[config.mk]
export PLATFORM = sky130hd
export DESIGN_NAME = lcd_watch_hour_set
export DESIGN_NICKNAME = d
export VERILOG_FILES = /design/src/rtl/lcd_watch_hour_set.sv
export SDC_FILE = /design/constraint.sdc
export NUM_CORES = 1
export LEC_CHECK = 0
export ABC_AREA = 1
export BUFFER_PORTS_ARGS = -buffer_cell sky130_fd_sc_hd__buf_2
export CAP_MARGIN = 20
export CORE_MARGIN = 1
export CORE_UTILIZATION = 45
export DETAILED_ROUTE_END_ITERATION = 10
export PLACE_DENSITY = 0.68
export SYNTH_ARGS = -nofsm -noshare
export SYNTH_HDL_FRONTEND = slang
export SYNTH_SLANG_ARGS = --single-unit
export TNS_END_PERCENT = 20
[constraint.sdc]
create_clock -name CLK -period 2.1 [get_ports CLK]
set_input_delay 0.21 -clock CLK [delete_from_list [all_inputs] [get_ports CLK]]
set_output_delay 0.21 -clock CLK [all_outputs]
set_load 0.005 [all_outputs]
[src/rtl/lcd_watch_hour_set.sv]
// 12-hour AM/PM hour editor for an LCD watch: tracks the running hour while idle,
// lets the user adjust it in edit mode, and strobes the committed 24-hour value out.
module lcd_watch_hour_set #(
   parameter logic [15:0] TIMEOUT = 16'd1000
) (
   input  logic       CLK,
   input  logic       RESETN,
   input  logic [6:0] CUR_HOUR,
   input  logic       SET_EN,
   input  logic       BTN_UP,
   input  logic       BTN_DOWN,
   input  logic       BTN_AMPM,
   input  logic       BTN_OK,
   output logic [3:0] HOUR_AMPM10,
   output logic [3:0] HOUR_AMPM1,
   output logic       PM,
   output logic       SET_MODE,
   output logic       HOUR_LOAD,
   output logic [6:0] HOUR_OUT
);

   typedef enum logic [1:0] {IDLE, EDIT, LOAD} state_t;

   localparam logic [15:0] TMO_LAST = TIMEOUT - 16'd1;

   state_t      state_reg, state_next;
   logic [3:0]  cnt_reg, cnt_next;
   logic        pm_reg, pm_next;
   logic [15:0] tmo_reg, tmo_next;
   logic [6:0]  hour_out_reg, hour_out_next;
   logic [3:0]  ampm10_reg, ampm1_reg;
   logic        pm_out_reg, set_mode_reg, hour_load_reg;

   logic [3:0]  cur_cnt;
   logic        cur_pm;
   logic [3:0]  src_cnt;
   logic        src_pm;
   logic [3:0]  disp_tens, disp_units;

   // Out-of-range hours fold to midnight so the editor never starts from garbage.
   always_comb begin
      cur_cnt = 4'd0;
      cur_pm  = 1'b0;
      if (CUR_HOUR <= 7'd11) begin
         cur_cnt = CUR_HOUR[3:0];
      end else if (CUR_HOUR <= 7'd23) begin
         cur_cnt = 4'(CUR_HOUR - 7'd12);
         cur_pm  = 1'b1;
      end
   end

   always_comb begin
      src_cnt    = (state_reg == IDLE) ? cur_cnt : cnt_reg;
      src_pm     = (state_reg == IDLE) ? cur_pm  : pm_reg;
      disp_tens  = 4'd0;
      disp_units = src_cnt;
      if (src_cnt == 4'd0) begin
         disp_tens  = src_pm ? 4'd1 : 4'd0;
         disp_units = src_pm ? 4'd2 : 4'd0;
      end else if (src_cnt >= 4'd10) begin
         disp_tens  = 4'd1;
         disp_units = src_cnt - 4'd10;
      end
   end

   // One action per edit cycle; the if/else chain encodes the button priority.
   always_comb begin
      state_next    = state_reg;
      cnt_next      = cnt_reg;
      pm_next       = pm_reg;
      tmo_next      = tmo_reg;
      hour_out_next = hour_out_reg;
      case (state_reg)
         IDLE: begin
            if (SET_EN) begin
               cnt_next   = cur_cnt;
               pm_next    = cur_pm;
               tmo_next   = 16'd0;
               state_next = EDIT;
            end
         end
         EDIT: begin
            tmo_next = 16'd0;
            if (SET_EN) begin
               state_next = IDLE;
            end else if (BTN_OK) begin
               hour_out_next = {3'd0, cnt_reg} + (pm_reg ? 7'd12 : 7'd0);
               state_next    = LOAD;
            end else if (BTN_AMPM) begin
               pm_next = ~pm_reg;
            end else if (BTN_UP) begin
               cnt_next = (cnt_reg >= 4'd11) ? 4'd0 : cnt_reg + 4'd1;
            end else if (BTN_DOWN) begin
               cnt_next = (cnt_reg == 4'd0) ? 4'd11 : cnt_reg - 4'd1;
            end else if (tmo_reg >= TMO_LAST) begin
               state_next = IDLE;
            end else begin
               tmo_next = tmo_reg + 16'd1;
            end
         end
         LOAD:    state_next = IDLE;
         default: state_next = IDLE;
      endcase
   end

   always_ff @(posedge CLK or negedge RESETN) begin
      if (!RESETN) begin
         state_reg     <= IDLE;
         cnt_reg       <= 4'd0;
         pm_reg        <= 1'b0;
         tmo_reg       <= 16'd0;
         hour_out_reg  <= 7'd0;
         ampm10_reg    <= 4'd0;
         ampm1_reg     <= 4'd0;
         pm_out_reg    <= 1'b0;
         set_mode_reg  <= 1'b0;
         hour_load_reg <= 1'b0;
      end else begin
         state_reg     <= state_next;
         cnt_reg       <= cnt_next;
         pm_reg        <= pm_next;
         tmo_reg       <= tmo_next;
         hour_out_reg  <= hour_out_next;
         ampm10_reg    <= disp_tens;
         ampm1_reg     <= disp_units;
         pm_out_reg    <= src_pm;
         set_mode_reg  <= (state_next == EDIT);
         hour_load_reg <= (state_next == LOAD);
      end
   end

   assign HOUR_AMPM10 = ampm10_reg;
   assign HOUR_AMPM1  = ampm1_reg;
   assign PM          = pm_out_reg;
   assign SET_MODE    = set_mode_reg;
   assign HOUR_LOAD   = hour_load_reg;
   assign HOUR_OUT    = hour_out_reg;

endmodule

* Word-level counts from Yosys, hierarchy flattened
Cells that the tools add are included.
Storage, ports and cells: input port bits 14, register bits after elaboration 41, logic and storage cells 83, output and inout port bits 18
Cells by class: add/subtract/negate cells 6, eq/ne operators 9, mux-type cells 43, reduce and logical (&&, ||, !) cells 8, bitwise logic cells 2, $lt $le $gt $ge 5
Operators with widths (number):
- $mux W16 | 7
- $mux W4 | 14
- $pmux W16 S2 | 1
- $add A16 B1 Y16 const B | 1
- $ge A16 B10 Y1 const B | 1
- $mux W2 | 8
- $mux W1 | 10
- $ne A2 B2 Y1 const B | 5
- $ge A4 B4 Y1 const B | 2
- $logic_not A4 Y1 | 2
- $pmux W4 S2 | 1
- $sub A4 B4 Y4 const B | 2
- $le A7 B4 Y1 const B | 1
- $le A7 B5 Y1 const B | 1
- $reduce_and A6 Y1 | 1
- $add A4 B4 Y5 | 1
- $reduce_and A5 Y1 | 1
- $add A4 B1 Y4 const B | 1
- $eq A2 B1 Y1 const B | 2
- $pmux W2 S2 | 1
- $sub A4 B1 Y4 const B | 1
- $ne A3 B3 Y1 const B | 1
- $reduce_and A3 Y1 | 1
- $eq A2 B2 Y1 const B | 1
- 5 further kinds | 6

* Depth between registers and ports, before layout
depth in word-level cells 9, mapped depth 15, mapped depth without buffers 15

* Worst setup path before layout
OpenSTA, ideal clock, no wires.
path type input-to-reg, start input CUR_HOUR[2], end register ampm1_reg[2], in the netlist HOUR_AMPM1[2], data arrival time 1.437 ns, data required time 1.987 ns, setup slack 0.550 ns, cell stages on the path 14, buffers on the path 0, library setup time 0.113 ns, path through inv_1 ha_1 nand3_1 nand3_1 nand2_1 inv_1 nand2_1 nand3_1 nand2_1 inv_1 ha_1 nand3_1 nand2_1 inv_1
On the way: word-level cells in the longest chain between the ends 7, elaborated cells between the ends (all ways) 11, classes of those cells 2 x add/sub; 3 x order compare; 5 x mux; 1 x reduce/logical
Ends and longest elaborated chain:
- start: declaration | line 8 | input logic [6:0] CUR_HOUR,
- $le A7 B5 Y1 or $sub A4 B4 Y4 (tied branches) | line 46, 47
- $mux W4 | line 46 | end else if (CUR_HOUR <= 7'd23) begin
- $mux W4 * | line 44 | if (CUR_HOUR <= 7'd11) begin
- $mux W4 * | line 53 | src_cnt = (state_reg == IDLE) ? cur_cnt : cnt_reg;
- $sub A4 B4 Y4 or $ge A4 B4 Y1 (tied branches) | line 62, 60
- $mux W4 | line 60 | end else if (src_cnt >= 4'd10) begin
- $mux W4 * | line 57 | if (src_cnt == 4'd0) begin
- via disp_units[2] | line 38 | logic [3:0] disp_tens, disp_units;
- end signal: assignment | line 125 | ampm1_reg <= disp_units;
- end: declaration | line 31 | logic [3:0] ampm10_reg, ampm1_reg;
Mark *: on every way through the listed nets, which the timed path passes. The rest lies on a longest branch. A chain may end at the register's enable or synchronous reset.

* Worst setup path after layout
start register state_reg[1], end register tmo_reg[9]
On the way: word-level cells in the longest chain between the ends 3, elaborated cells between the ends (all ways) 6, classes of those cells 2 x eq/ne; 1 x mux; 3 x reduce/logical
Ends and longest elaborated chain:
- start: declaration | line 26 | state_t state_reg, state_next;
- start signal: assignment | line 119 | state_reg <= state_next;
- $eq A2 B1 Y1 or $logic_not A2 Y1 (tied branches) | line 73 | case (state_reg)
- $reduce_bool A2 Y1 (no source line) or $ne A2 B2 Y1 (tied branches)
- $reduce_and A2 Y1 (no source line)
- end signal: assignment | line 122 | tmo_reg <= tmo_next;
- end: declaration | line 29 | logic [15:0] tmo_reg, tmo_next;
Several ways; a longest one is shown, not always the timed one.

==> results.ini <==
[sta]
setup-tns-final_ns = 0
tightest_slew_ns = 0.808
rsz0062_at_grt = no
slew_headroom_pct = 46.1
slew_violations = 0
finClkSkew_ns = 0.00582
setup_viol = 0
max_freq_mhz = 616
fin_hold_ws_ns = 0.00970
finalCriticalPeriod_ns = 1.62
finalCritPeriodShare_pct = 77.3
hold_viol_final = 0

[floorplan]
dieArea_mm2 = 0.00485
rows = 24
die_x_um = 69.6
io-pin-count = 32
initial_utilization_pct = 46.9
coreArea_mm2 = 0.00438
fp.dieH_um = 69.6

[setup_path]
arrival_ns = 1.86
r2r_slack_ns = 0.48
critical_path_required_ns = 2.34
reg2reg_to = tmo_reg[9]
crit_path_top_delay_cell = dfrtp_1
worst-setup-path-type = register to register
r2r-start = state_reg[1]
critPathCaptureType = register
max_stage_delay_ns = 0.42
crit_cells = 8
crit_family = simple AND/OR/NAND/NOR gates
startpoint = state_reg[1]
critPathLaunchType = register
crit_chain = nor2_4 > nand2_4 > nand2_2 > nand3b_2 > or2_0 > o21ai_1 > nand2_1 > inv_1
path_buf_inv = 1
r2r_cells = 8
crit_fanout = 13

[layout]
antennaDiodeCount = 0
drive_gt1_share_pct = 15.5
final_nets = 318
largest_register_ffs = 16
nFillCells = 442
layoutNonFillerInstCount = 348
final_common_cell = nand2_1
most-common-layout-cells = nand2_1 (61), inv_1 (38), dfrtp_1 (36), buf_2 (26)
area_delta_synth_final_pct = 13.2
postLayoutCellArea_mm2 = 0.00233

[placement]
dp_hpwl_um = 2890
gp_congestion = 0.777
dp_cells = 340
portBuffers = 26
postPlaceCellArea_mm2 = 0.00222

[logic_synthesis]
ys_warn_count = 0
synth_seq_cells = 36
ys_types = 31
synthesis.area_mm2 = 0.00206
syn-mean-instance-area_um2 = 7.79
syn_inst = 264
yosysSeqAreaShare_pct = 43.8

[clocking]
h-tree-depth = 2
cts_max_path_buffers = 2
cts_setup_buffers = 0
clockRootBuffer = clkbuf_8
clk_pin_slew_ns = 0.07
ctsHoldBuffers = 0
cts_inserted_buffers = 5
clkLatencyLatePin_ns = 0.29
numClockSinks = 36
ctsResizeCount = 0
cts_tree = built

[global_routing]
grt_use_total_pct = 18.4
grt_pass1_wl_um = 7200
overflow = 0
antenna_found_initial = 0
grt_max_degree = 37
grt_pass1_vias = 1682

[routing]
vias = 1700
wl_per_cell_um = 11.1
antenna_left = 0
drtIter0Drc = 62
avgViaCountPerCell = 4.89
dr.pass1.iters = 4
drcViolationCount = 0
wl_um = 3870

[power_and_ir_drop]
seqPwrFrac_pct = 42.4
p_comb_share_pct = 29.7
power_density_mw_per_mm2 = 925
p_sw_share_pct = 33.9
pwr-share-clk_pct = 27.9
p_leak_uw = 0.00125
peakVddDrop_mv = 0.464
p_int_uw = 1420
p_switching_uw = 730

[status]
status = finished clean

[run]
drv_cap = 0

[min_path]
timing.hold.worst.class = input port to async pin

==> cells by family (layout without fill, tap and decap cells) <==
group	count (synthesis)	count (layout)	synth area share [%]
other	1	5	0.182
XOR/XNOR	7	7	2.98
AND/OR/NAND/NOR	128	128	27.6
adder cells (fa/ha/maj)	9	9	5.84
flip-flops	36	36	43.8
AO/OA/AOI/OAI	37	37	9.85
buffers and inverters	46	74	9.73
==> stage by stage <==
stage / setup WS (ns) / util [%] / total power [uW]
after floorplan: 0.550 / - / 1360
after global placement: 0.358 / 50.7 / 1560
after detailed placement: 0.298 / 50.7 / 1570
after CTS: 0.468 / 53.1 / 2180
after global routing: 0.308 / 53.1 / 2330
final: 0.476 / 53.1 / 2150
==> layout make-up <==
class                      instances  area (um2)  area share (%)
clock buffer                       6        72.6            3.12
clock inverter                     2        35.0            1.50
inverter                          39         146            6.29
multi-input combinational        186         971            41.7
sequential                        36         901            38.7
tap                               52        65.1            2.79
timing repair buffer              27         138            5.91
==> worst max path at each step <==
stage,end,slack (ns)
3_3_place_gp,HOUR_AMPM1[2],0.36
5_1_grt,tmo_reg[9],0.31
2_1_floorplan,HOUR_AMPM1[2],0.55
6_report,tmo_reg[9],0.48
4_1_cts,tmo_reg[9],0.47
3_5_place_dp,HOUR_AMPM1[2],0.30
==> power groups by stage <==
stage	registers [uW]	logic, uW	clock network, uW
6_report	912	640	601
3_5_place_dp	926	648	0
5_1_grt	927	758	644
4_1_cts	913	651	618
3_3_place_gp	922	636	0
2_1_floorplan	917	440	0
==> layer usage <==
layer	vias up	track usage (%)	wire, um
li1	888	-	-
met1	782	23.8	1910
met2	23	30.1	1780
met3	7	3.78	120
met4	0	7.33	57
met5	-	0	0
==> cell usage after synthesis, drive strengths merged <==
master / count / area (um2)
nand2: 67 / 272
inv: 39 / 146
dfrtp: 36 / 901
nor2: 26 / 105
nand3: 25 / 125
o21ai: 20 / 104
a21oi: 12 / 63.8
ha: 8 / 100
buf: 7 / 53.8
xor2: 7 / 61.3
nor3: 5 / 30.0
nand4: 2 / 12.5
o22ai: 2 / 12.5
a21boi: 1 / 7.51
conb: 1 / 3.75
fa: 1 / 20.0
nand3b: 1 / 11.3
nor4: 1 / 6.26
o211ai: 1 / 7.51
o21a: 1 / 7.51
or2: 1 / 6.26
Power figures use the tool's default switching activity.
